[src/rtl/acoustic_pkg.sv]
// Shared constants and state encodings for the acoustic capture path.
package acoustic_pkg;

  localparam int DATA_W    = 16;
  localparam int ADDR_W    = 10;
  localparam int FRAME_LEN = 1 << (ADDR_W - 1);

  // Per-bank ownership: free for capture, being filled, or awaiting release.
  typedef enum logic [1:0] {
    BANK_FREE    = 2'd0,
    BANK_FILLING = 2'd1,
    BANK_FULL    = 2'd2
  } bank_state_e;

  // Writer either stores samples or drops them while both banks are held.
  typedef enum logic {
    WR_WRITE = 1'b0,
    WR_STALL = 1'b1
  } wr_state_e;

endpackage

[src/rtl/sample_frame_writer.sv]
// Ping-pong frame writer: packs PCM samples into two RAM banks of FRAME_LEN
// words each, hands full banks downstream and waits for them to be released.
// Optional build macro SAMPLE_FRAME_WRITER_OVF_CNT_EN adds the saturating
// dropped-sample counter output ovf_cnt.
module sample_frame_writer #(
  parameter int DATA_W = acoustic_pkg::DATA_W,
  parameter int ADDR_W = acoustic_pkg::ADDR_W
) (
  input  logic              clk,
  input  logic              reset,
  input  logic              enable,
  input  logic              in_valid,
  input  logic [DATA_W-1:0] in_data,
  input  logic              rel_valid,
  input  logic              rel_bank,
  output logic              wr_ce,
  output logic [ADDR_W-1:0] wr_addr,
  output logic [DATA_W-1:0] wr_data,
  output logic              frame_valid,
  output logic              frame_bank,
  output logic [1:0]        full_mask,
  output logic              overflow
`ifdef SAMPLE_FRAME_WRITER_OVF_CNT_EN
  ,
  output logic [15:0]       ovf_cnt
`endif
);

  localparam int IDX_W = ADDR_W - 1;
  localparam logic [IDX_W-1:0] LAST_IDX = '1;

  acoustic_pkg::bank_state_e bank_reg  [2];
  acoustic_pkg::bank_state_e bank_next [2];
  acoustic_pkg::wr_state_e   state_reg, state_next;

  logic              cur_bank_reg, cur_bank_next;
  logic [IDX_W-1:0]  wr_idx_reg, wr_idx_next;
  logic              other_bank;

  logic              wr_ce_reg, wr_ce_next;
  logic [ADDR_W-1:0] wr_addr_reg, wr_addr_next;
  logic [DATA_W-1:0] wr_data_reg, wr_data_next;
  logic              frame_valid_reg, frame_valid_next;
  logic              frame_bank_reg, frame_bank_next;
  logic              overflow_reg, overflow_next;

  assign other_bank = ~cur_bank_reg;

  // State register: bank ownership, writer position and registered RAM port.
  always_ff @(posedge clk) begin
    if (reset) begin
      bank_reg[0]     <= acoustic_pkg::BANK_FILLING;
      bank_reg[1]     <= acoustic_pkg::BANK_FREE;
      state_reg       <= acoustic_pkg::WR_WRITE;
      cur_bank_reg    <= 1'b0;
      wr_idx_reg      <= '0;
      wr_ce_reg       <= 1'b0;
      wr_addr_reg     <= '0;
      wr_data_reg     <= '0;
      frame_valid_reg <= 1'b0;
      frame_bank_reg  <= 1'b0;
      overflow_reg    <= 1'b0;
    end else begin
      bank_reg[0]     <= bank_next[0];
      bank_reg[1]     <= bank_next[1];
      state_reg       <= state_next;
      cur_bank_reg    <= cur_bank_next;
      wr_idx_reg      <= wr_idx_next;
      wr_ce_reg       <= wr_ce_next;
      wr_addr_reg     <= wr_addr_next;
      wr_data_reg     <= wr_data_next;
      frame_valid_reg <= frame_valid_next;
      frame_bank_reg  <= frame_bank_next;
      overflow_reg    <= overflow_next;
    end
  end

  // Next-state logic: releases are applied first so a bank freed this cycle
  // can immediately receive the next frame.
  always_comb begin
    bank_next[0]     = bank_reg[0];
    bank_next[1]     = bank_reg[1];
    state_next       = state_reg;
    cur_bank_next    = cur_bank_reg;
    wr_idx_next      = wr_idx_reg;
    wr_ce_next       = 1'b0;
    wr_addr_next     = wr_addr_reg;
    wr_data_next     = wr_data_reg;
    frame_valid_next = 1'b0;
    frame_bank_next  = frame_bank_reg;
    overflow_next    = 1'b0;

    // Only a FULL bank can be handed back; anything else is a stray release.
    if (rel_valid && (bank_reg[rel_bank] == acoustic_pkg::BANK_FULL)) begin
      bank_next[rel_bank] = acoustic_pkg::BANK_FREE;
      // While stalled, the bank waiting to be refilled is the one we did not
      // just complete; its release lets capture restart at index 0.
      if ((state_reg == acoustic_pkg::WR_STALL) && (rel_bank == other_bank)) begin
        bank_next[rel_bank] = acoustic_pkg::BANK_FILLING;
        cur_bank_next       = rel_bank;
        wr_idx_next         = '0;
        state_next          = acoustic_pkg::WR_WRITE;
      end
    end

    if (state_reg == acoustic_pkg::WR_WRITE) begin
      if (!enable) begin
        // Capture paused: the partial frame is abandoned, bank stays FILLING.
        wr_idx_next = '0;
      end else if (in_valid) begin
        wr_ce_next   = 1'b1;
        wr_addr_next = {cur_bank_reg, wr_idx_reg};
        wr_data_next = in_data;
        if (wr_idx_reg == LAST_IDX) begin
          wr_idx_next             = '0;
          bank_next[cur_bank_reg] = acoustic_pkg::BANK_FULL;
          frame_valid_next        = 1'b1;
          frame_bank_next         = cur_bank_reg;
          if (bank_next[other_bank] == acoustic_pkg::BANK_FREE) begin
            bank_next[other_bank] = acoustic_pkg::BANK_FILLING;
            cur_bank_next         = other_bank;
          end else begin
            state_next = acoustic_pkg::WR_STALL;
          end
        end else begin
          wr_idx_next = wr_idx_reg + 1'b1;
        end
      end
    end else begin
      // Both banks held downstream: every offered sample is lost.
      overflow_next = enable && in_valid;
    end
  end

  // Expose bank occupancy as a per-bank FULL flag.
  for (genvar gi = 0; gi < 2; gi++) begin : g_full
    assign full_mask[gi] = (bank_reg[gi] == acoustic_pkg::BANK_FULL);
  end

  assign wr_ce       = wr_ce_reg;
  assign wr_addr     = wr_addr_reg;
  assign wr_data     = wr_data_reg;
  assign frame_valid = frame_valid_reg;
  assign frame_bank  = frame_bank_reg;
  assign overflow    = overflow_reg;

`ifdef SAMPLE_FRAME_WRITER_OVF_CNT_EN
  logic [15:0] ovf_cnt_reg;
  logic        ovf_clr;

  assign ovf_clr = (state_reg == acoustic_pkg::WR_STALL) &&
                   (state_next == acoustic_pkg::WR_WRITE);

  // Saturating drop counter, restarted whenever a stall is resolved.
  always_ff @(posedge clk) begin
    if (reset || ovf_clr) begin
      ovf_cnt_reg <= '0;
    end else if (overflow_next && (ovf_cnt_reg != 16'hFFFF)) begin
      ovf_cnt_reg <= ovf_cnt_reg + 16'd1;
    end
  end

  assign ovf_cnt = ovf_cnt_reg;
`endif

endmodule
[config.mk]
export PLATFORM = sky130hd
export DESIGN_NAME = sample_frame_writer
export DESIGN_NICKNAME = d
export VERILOG_FILES = /design/src/rtl/acoustic_pkg.sv /design/src/rtl/sample_frame_writer.sv
export SDC_FILE = /design/constraint.sdc
export NUM_CORES = 1
export LEC_CHECK = 0
export ABC_AREA = 1
export BUFFER_PORTS_ARGS = -buffer_cell sky130_fd_sc_hd__buf_2
export CORE_MARGIN = 1
export CORE_UTILIZATION = 27
export CTS_CLUSTER_DIAMETER = 80
export DETAILED_ROUTE_END_ITERATION = 8
export HOLD_SLACK_MARGIN = 0.1
export SYNTH_ARGS = -nofsm -noshare
export SYNTH_HDL_FRONTEND = slang
export SYNTH_SLANG_ARGS = --single-unit
[constraint.sdc]
create_clock -name clk -period 6 [get_ports clk]
set_input_delay 0.9 -clock clk [delete_from_list [all_inputs] [get_ports clk]]
set_output_delay 0.9 -clock clk [all_outputs]
set_load 0.02 [all_outputs]
==> results of run 1 <==
## layout make-up
type | instances | area, µm²
Fill cell | 691 | 4220
Timing Repair Buffer | 54 | 273
Clock inverter | 2 | 16.3
Inverter | 20 | 75.1
Clock buffer | 5 | 68.8
Multi-Input combinational cell | 180 | 843
Tap cell | 77 | 96.3
Sequential cell | 45 | 901
## power by group through the flow
stage / sequential (W) / clock [W] / combinational (W)
5_1_grt: 0.000320 / 0.000200 / 0.0000756
2_1_floorplan: 0.000338 / 0 / 0.0000293
3_5_place_dp: 0.000325 / 0 / 0.0000686
3_3_place_gp: 0.000325 / 0 / 0.0000683
6_report: 0.000318 / 0.000183 / 0.0000680
4_1_cts: 0.000318 / 0.000189 / 0.0000690
## layer usage
metal / GRT usage [%] / vias up
li1: - / 930
met1: 16.2 / 781
met2: 19.0 / 42
met3: 3.40 / 5
met4: 4.47 / 0
met5: 0 / -
## tightest hold or removal path, stage by stage, from the launching register on
cell and delay, ns:
dfxtp_1 0.33, nand2_1 0.06, a21oi_1 0.05
## per-stage QoR
stage / hold WS [ns] / util, % / setup WS (ns) / instances / power [W]
after floorplan: 0.454 / - / 4.10 / 254 / 0.000367
after global placement: 0.464 / 33.7 / 3.64 / 376 / 0.000393
after detailed placement: 0.475 / 33.7 / 3.64 / 376 / 0.000393
after CTS: 0.487 / 35.0 / 3.79 / 383 / 0.000576
after global routing: 0.495 / 35.0 / 3.55 / 383 / 0.000595
final: 0.478 / 35.0 / 3.82 / 383 / 0.000569
## cells by family (layout without fill, tap and decap cells)
family / after synthesis / after routing
buffers and inverters: 29 / 81
and+or+nand+nor: 119 / 119
AOI/OAI and AO/OA: 58 / 58
xor gates and xnor gates: 1 / 1
adders and majority gates: 2 / 2
DFF: 45 / 45
## how the worst min path moves through the flow
stage	end	start	cells past startpoint	slack, ns
floorplan	wr_idx_reg[7]	wr_idx_reg[7]	2	0.45
global placement	wr_addr[9]	wr_addr[9]	2	0.46
detailed placement	wr_idx_reg[7]	wr_idx_reg[7]	2	0.48
CTS	wr_idx_reg[7]	wr_idx_reg[7]	2	0.49
global route	wr_idx_reg[7]	wr_idx_reg[7]	2	0.49
finish	wr_addr[9]	wr_addr[9]	2	0.48
## cells in the mapped netlist (2+ instances only)
cell type,n
nor2_1,58
dfxtp_1,45
nand2_1,40
o21ai_0,34
inv_1,17
a21oi_1,15
nand3_1,10
clkbuf_1,8
inv_2,3
nor2_2,3
o22ai_1,3
a211oi_1,2
ha_1,2
nor3_1,2
or2_1,2
==> metrics.yaml, run 1 <==
finish:
  fin_area_um2: 2270
  area_delta_synth_final_pct: 22.7
  final_common_cell: "nor2_1"
  nets: 330
  largest_reg_flops: 16
  layout-drive-gt1-share_pct: 23.5
  final_cell_mix: "58 x nor2_1, 53 x buf_2, 45 x dfxtp_1"
  antennaDiodeCount: 0
pwr:
  switching_share_pct: 27.2
  sequentialPowerShare_pct: 55.8
  clockPowerShare_pct: 32.2
  switching_power_w: 0.000155
  leakage_nw: 1.06
  combPwrFrac_pct: 12.0
  power.density_nw_per_um2: 250
  peakVddDrop_mv: 0.0994
  internal_power_w: 0.000414
worst_setup_path:
  crit_slowest_cell: "dfxtp_1"
  critPathArrivalTime_ns: 2.34
  setup.worst_path.class: "flop to flop"
  path_buf_inv: 2
  start_kind: "flop"
  critPathMaxFanout: 5
  path_cells: "ha_1 > nand2_1 > nor3_1 > nand3_1 > nor2_1 > ha_1 > nand2_1 > nor2_1 > inv_1 > nor2_1 > inv_1 > o21ai_0 > nand2_1"
  critPathLaunch: "wr_idx_reg[0]"
  crit_cells: 13
  reg2reg_from: "wr_idx_reg[0]"
  reg2reg_slack_ns: 3.82
  cpLargestDelayFamily: "simple AND/OR/NAND/NOR gates"
  max_stage_delay_ns: 0.41
  cp.required_ns: 6.16
  endpoint: "bank_reg[0][0]"
  r2r_cells: 13
  critPathCaptureType: "flop"
  r2r_end: "bank_reg[0][0]"
yosys:
  synth_top_area_share_pct: 48.6
  synth.cell_area_um2: 1850
  syn_inst: 254
  synth-adder-area-share_pct: 1.35
  synthTopCellsByArea: "dfxtp_1 49%, nor2_1 12%, o21ai_0 9.2%"
  yosysSeqAreaShare_pct: 48.6
  synthMuxAreaShare_pct: 0
  syn_area_per_cell_um2: 7.30
  synth_top_family_by_area: "simple AND/OR/NAND/NOR gates"
  synthFlopType: "dfxtp_1"
  ys_types: 25
  syn_nets: 278
  yosys.area.top_type: "dfxtp_1"
  synth_seq_cells: 45
  synth_compound_area_share_pct: 16.7
  synth-xor-area-share_pct: 0.473
  yosys_warnings: 0
  ys_async_sr_fraction_pct: 0
  yosys.area_share.simple_pct: 26.9
  synth_edf_count: 0
clock_network:
  cts_sinks: 45
  tritoncts: "done"
  clkLatencyLatePin_ns: 0.29
  cts.clk_slew.worst_paths_ns: 0.09
  post-cts-setup-buffers: 0
  cts_root_buf: "clkbuf_8"
  hold_buffers: 0
  clockBufferDepth: 2
  ctsHtreeMaxLevel: 2
  cts_resized: 0
  cts_buffers: 5
sta:
  fin_setup_tns_ns: 0
  slew_headroom_pct: 42.1
  rsz0062_at_grt: "no"
  finalCritPeriodShare_pct: 36.4
  min_period_ns: 2.18
  fin_worst_skew_ns: 0.0151
  setup_viol: 0
  maxSlewViolCount: 0
  worst_pin_slew_ns: 0.867
  clock.fmax_mhz: 458
  hold_violations: 0
drt:
  routed_wirelength_um: 4240
  vias: 1758
  wl_met2_um: 1870
  wl_per_cell_um: 11.1
  drt_iter0_drc: 102
  highest_layer: "met4"
  postRouteAntennaNets: 0
  m1WireLength_um: 2110
  wl_met3_um: 223
  dr.pass1.iters: 8
  vias_per_cell: 4.59
  drc_errors: 2
floorplan:
  coreArea_um2: 6490
  start_util_pct: 28.5
  pin_count: 54
  num_rows: 29
  die_x_um: 84.8
  die_area_um2: 7200
  dieHeight_um: 84.8
place:
  globalplace.congestion: 0.785
  place_area_um2: 2190
  dp_hpwl_um: 3000
  portBuffers: 53
run:
  maxCapViolations: 0
outcome:
  outcome: "finished with violations"
  violations: "DRC"
grt:
  grt_usage_pct: 12.2
  grt_pass1_wl_um: 7080
  antenna_found_initial: 0
  grt_max_degree: 35
  grt_pass1_vias: 1606
  grt_overflow_total: 0
min_path:
  hold_class: "flop to flop"
(Power assumes the default switching activity.)
==> run 2, diff against run 1 <==
clock period = 1.7 ns   (was 6 ns; I/O delays follow)
==> run 2 against run 1 <==
Clock skew decreased by 0.0089 ns; via count increased by 4.1%; the flow finishes with violations (DRC, setup timing); largest cell class is now multi-input gates; power increased to 3.6 times the previous value; combinational power increased to 4.0 times the previous value; routed wire length increased by 13%; global-route usage increased by 1.3 points; cell count increased by 4.7%; maximum frequency increased by 22%; setup slack got worse by 3.9 ns; first-iteration DRC count decreased by 14%.
==> metrics.yaml, run 2 (synthesized netlist as in run 1, its figures left out) <==
grt:
  grt_overflow_total: 0
  grt_pass1_wl_um: 7690
  grt_usage_pct: 13.5
  grt_pass1_vias: 1674
  antenna_found_initial: 0
  grt_max_degree: 31
sta:
  worst_pin_slew_ns: 0.281
  slew_headroom_pct: 81.3
  maxSlewViolCount: 0
  fin_worst_skew_ns: 0.00611
  clock.fmax_mhz: 559
  hold_ws_ns: 0.166
  rsz0062_at_grt: "yes"
  finalCritPeriodShare_pct: 105
  min_period_ns: 1.79
  setup_viol: 6
  hold_violations: 0
  timing.final.ws_setup_ns: -0.0904
clock_network:
  cts_root_buf: "clkbuf_8"
  tritoncts: "done"
  cts_buffers: 5
  cts_sinks: 45
  cts.clk_slew.worst_paths_ns: 0.09
  clockBufferDepth: 2
  ctsHtreeMaxLevel: 2
  clkLatencyLatePin_ns: 0.31
min_path:
  hold_path_end: "wr_data[14]"
  hold_depth: 3
  holdCritStartpoint: "in_data[14]"
  hold_class: "input pin to flop"
worst_setup_path:
  start_kind: "flop"
  cp.required_ns: 1.90
  critPathCaptureType: "flop"
  r2r_end: "bank_reg[0][0]"
  reg2reg_slack_ns: -0.09
  critPathMaxFanout: 4
  critPathArrivalTime_ns: 1.99
  setup.worst_path.class: "flop to flop"
  reg2reg_from: "wr_idx_reg[0]"
  r2r_cells: 13
pwr:
  internal_power_w: 0.00148
  clockPowerShare_pct: 32.9
  leakage_nw: 1.18
  peakVddDrop_mv: 0.462
  combPwrFrac_pct: 13.0
  sequentialPowerShare_pct: 54.1
  switching_share_pct: 28.3
  power.density_nw_per_um2: 819
  switching_power_w: 0.000586
  finalPower_w: 0.00207
place:
  portBuffers: 53
  dp_cells: 390
  globalplace.congestion: 0.838
  dp_slack_ns: -0.265
  dp_hpwl_um: 3210
  place_area_um2: 2320
drt:
  wl_per_cell_um: 12.0
  drc_errors: 1
  dr.pass1.iters: 6
  drt_iter0_drc: 88
  postRouteAntennaNets: 0
  routed_wirelength_um: 4800
  vias: 1830
  vias_per_cell: 4.56
floorplan:
  coreArea_um2: 6490
  die_area_um2: 7200
  pin_count: 54
  die_x_um: 84.8
  num_rows: 29
  start_util_pct: 28.5
  dieHeight_um: 84.8
finish:
  antennaDiodeCount: 0
  area_delta_synth_final_pct: 36.4
  nets: 347
  final_cell_mix: "53 x nor2_1, 53 x buf_2, 43 x dfxtp_1"
  largest_reg_flops: 16
  final_cells: 401
  fin_area_um2: 2530
  layout-drive-gt1-share_pct: 33.6
outcome:
  violations: "DRC, setup timing"
  outcome: "finished with violations"
run:
  maxCapViolations: 0
run 2: power groups by stage:
stage / Sequential (W) / Combinational (W) / Clock [W]
after CTS: 0.00112 / 0.000264 / 0.000695
after global placement: 0.00114 / 0.000261 / 0
after global routing: 0.00113 / 0.000299 / 0.000756
after floorplan: 0.00119 / 0.000104 / 0
after detailed placement: 0.00114 / 0.000263 / 0
final: 0.00112 / 0.000269 / 0.000681
run 2: layer usage:
| layer | up-vias | part of all wire (%) | routed length (µm) | track usage, % |
|---|---|---|---|---|
| li1 | 958 | - | - | - |
| met1 | 819 | 48 | 2280 | 17.8 |
| met2 | 48 | 46 | 2210 | 21.3 |
| met3 | 5 | 5.3 | 255 | 4.47 |
| met4 | 0 | 1.0 | 48 | 3.70 |
| met5 | - | 0 | 0 | 0 |
run 2: worst max path at each step:
stage	slack, ns	cells past startpoint	to	start
floorplan	-0.10	13	bank_reg[0][0]	wr_idx_reg[1]
global placement	-0.18	13	bank_reg[0][0]	wr_idx_reg[1]
detailed placement	-0.27	13	bank_reg[0][0]	wr_idx_reg[1]
CTS	-0.08	13	bank_reg[0][0]	wr_idx_reg[0]
global route	-0.23	12	bank_reg[1][0]	wr_idx_reg[1]
finish	-0.09	13	bank_reg[0][0]	wr_idx_reg[0]
run 2: area by class of cell:
class	count	area, µm²
Inverter	20	77.6
Multi-Input combinational cell	180	962
Fill cell	688	3970
Clock inverter	2	15.0
Sequential cell	45	903
Clock buffer	6	72.6
Tap cell	77	96.3
Timing Repair Buffer	71	400
run 2: critical path, cell delays in order (launching register included):
cell,delay [ns]
dfxtp_2,0.36
ha_4,0.15
nand2_4,0.06
nor3_4,0.21
nand3_2,0.14
nor2_4,0.12
ha_4,0.16
nand2_4,0.06
nor2_4,0.11
inv_4,0.07
nor2_4,0.09
inv_2,0.05
o21ai_1,0.06
nand2_1,0.05
run 2: stage by stage:
stage	utilization [%]	setup TNS [ns]
final	38.9	-0.363
after global routing	38.9	-1.64
after CTS	37.5	-0.339
after detailed placement	35.7	-1.44
after global placement	35.7	-0.789
after floorplan	-	-0.222
run 2: timing repair:
item,CTS,global route
setup buffers,1,2
hold buffers,0,0
resized for setup,7,20
endpoints found under the setup margin,9,11
pin swaps,7,4
==> run 3, diff against run 2 <==
clock period = 2.3 ns   (was 1.7 ns; I/O delays follow)
==> run 3 against run 2 <==
The flow finishes with violations (DRC); sequential share of layout area grew 3.5 points; routed wire length decreased by 9.7%; power decreased by 26%; die area unchanged; flip-flop and latch count unchanged; maximum frequency down 10%; largest cell class is now sequential cells.
==> metrics.yaml, run 3 (synthesized netlist as in run 1, its figures left out) <==
outcome:
  outcome: "finished with violations"
  violations: "DRC"
grt:
  grt_usage_pct: 12.8
  grt_overflow_total: 0
  grt_max_degree: 31
  grt_pass1_wl_um: 7360
  antenna_found_initial: 0
  grt_pass1_vias: 1570
sta:
  worst_pin_slew_ns: 0.436
  fin_worst_skew_ns: 0.0130
  finalCritPeriodShare_pct: 87.0
  hold_violations: 0
  clock.fmax_mhz: 500
  min_period_ns: 2.00
  fin_setup_tns_ns: 0
  setup_viol: 0
  rsz0062_at_grt: "no"
  slew_headroom_pct: 70.9
  maxSlewViolCount: 0
floorplan:
  dieHeight_um: 84.8
  coreArea_um2: 6490
  pin_count: 54
  num_rows: 29
  die_x_um: 84.8
  start_util_pct: 28.5
  die_area_um2: 7200
finish:
  final_cell_mix: "58 x nor2_1, 53 x buf_2, 43 x dfxtp_1"
  final_common_cell: "nor2_1"
  antennaDiodeCount: 0
  largest_reg_flops: 16
  nets: 331
  area_delta_synth_final_pct: 24.1
  final_cells: 385
  layout-drive-gt1-share_pct: 25.0
  fillers: 693
clock_network:
  cts_buffers: 5
  hold_buffers: 0
  post-cts-setup-buffers: 0
  clockBufferDepth: 2
  cts_resized: 0
  tritoncts: "done"
  clkLatencyLatePin_ns: 0.30
  ctsHtreeMaxLevel: 2
  cts.clk_slew.worst_paths_ns: 0.09
  cts_root_buf: "clkbuf_8"
  cts_sinks: 45
drt:
  routed_wirelength_um: 4330
  drc_errors: 2
  drt_iter0_drc: 99
  wl_per_cell_um: 11.2
  postRouteAntennaNets: 0
  vias_per_cell: 4.58
  vias: 1765
  dr.pass1.iters: 7
worst_setup_path:
  critPathArrivalTime_ns: 2.19
  critPathMaxFanout: 5
  start_kind: "flop"
  setup.worst_path.class: "flop to flop"
  cp.required_ns: 2.49
  critPathCaptureType: "flop"
place:
  portBuffers: 53
  dp_hpwl_um: 2980
  dp_cells: 377
  globalplace.congestion: 0.770
pwr:
  power.density_nw_per_um2: 666
  switching_power_w: 0.000416
  sequentialPowerShare_pct: 54.1
  combPwrFrac_pct: 11.7
  internal_power_w: 0.00112
  switching_share_pct: 27.2
  clockPowerShare_pct: 34.2
  peakVddDrop_mv: 0.327
  leakage_nw: 1.08
run:
  maxCapViolations: 0
min_path:
  hold_class: "input pin to flop"
==> run 3: per-layer routing <==
layer,up-vias,GRT usage [%],part of all wire (%)
met1,787,17.7,49
li1,924,-,-
met3,8,3.21,5.7
met5,-,0,0
met2,46,19.4,44
met4,0,4.62,1.3
==> run 3: layout make-up <==
class	instances	area, µm²	share of cell area, %
clock inverters	2	13.8	0.598
well taps	77	96.3	4.19
flip-flops and latches	45	903	39.3
repair buffers	55	280	12.2
multi-input cells	180	848	36.9
clock buffers	6	82.6	3.59
inverters	20	75.1	3.26
==> run 3: critical path, cell delays in order, from the launching register on <==
cell and delay [ns]:
dfxtp_2 0.37, ha_1 0.19, nand2_1 0.09, nor3_2 0.17, nand3_1 0.12, nor2_1 0.11, ha_1 0.22, nand2_1 0.08
nor2_1 0.13, inv_1 0.09, nor2_1 0.12, inv_1 0.07, o21ai_0 0.07, nand2_1 0.06
==> run 3: power by group through the flow <==
| stage | clock (W) | combinational, W | sequential [W] |
|---|---|---|---|
| detailed placement | 0 | 0.000180 | 0.000847 |
| CTS | 0.000542 | 0.000180 | 0.000830 |
| floorplan | 0 | 0.0000763 | 0.000881 |
| finish | 0.000524 | 0.000179 | 0.000830 |
| global placement | 0 | 0.000179 | 0.000847 |
| global route | 0.000568 | 0.000200 | 0.000835 |
==> run 3: metrics by stage <==
stage	total power [W]	hold WS, ns	cell area [µm²]	worst slack, ns	util, %
6_report	0.00153	0.261	2300	0.300	35.4
5_1_grt	0.00160	0.260	2300	0.0206	35.4
2_1_floorplan	0.000958	0.454	1850	0.401	-
3_5_place_dp	0.00103	0.465	2200	0.158	33.8
3_3_place_gp	0.00103	0.457	2200	0.265	33.8
4_1_cts	0.00155	0.254	2290	0.132	35.3
==> run 3: final timing paths <==
kind / start / to / slack (ns) / cells past startpoint
worst max-delay path: wr_idx_reg[0] / bank_reg[0][0] / 0.30 / 13
worst min-delay path: in_data[5] / wr_data[5] / 0.26 / 3
worst max register to register: wr_idx_reg[0] / bank_reg[0][0] / 0.30 / 13
worst min register to register: wr_addr[9] / wr_addr[9] / 0.47 / 2
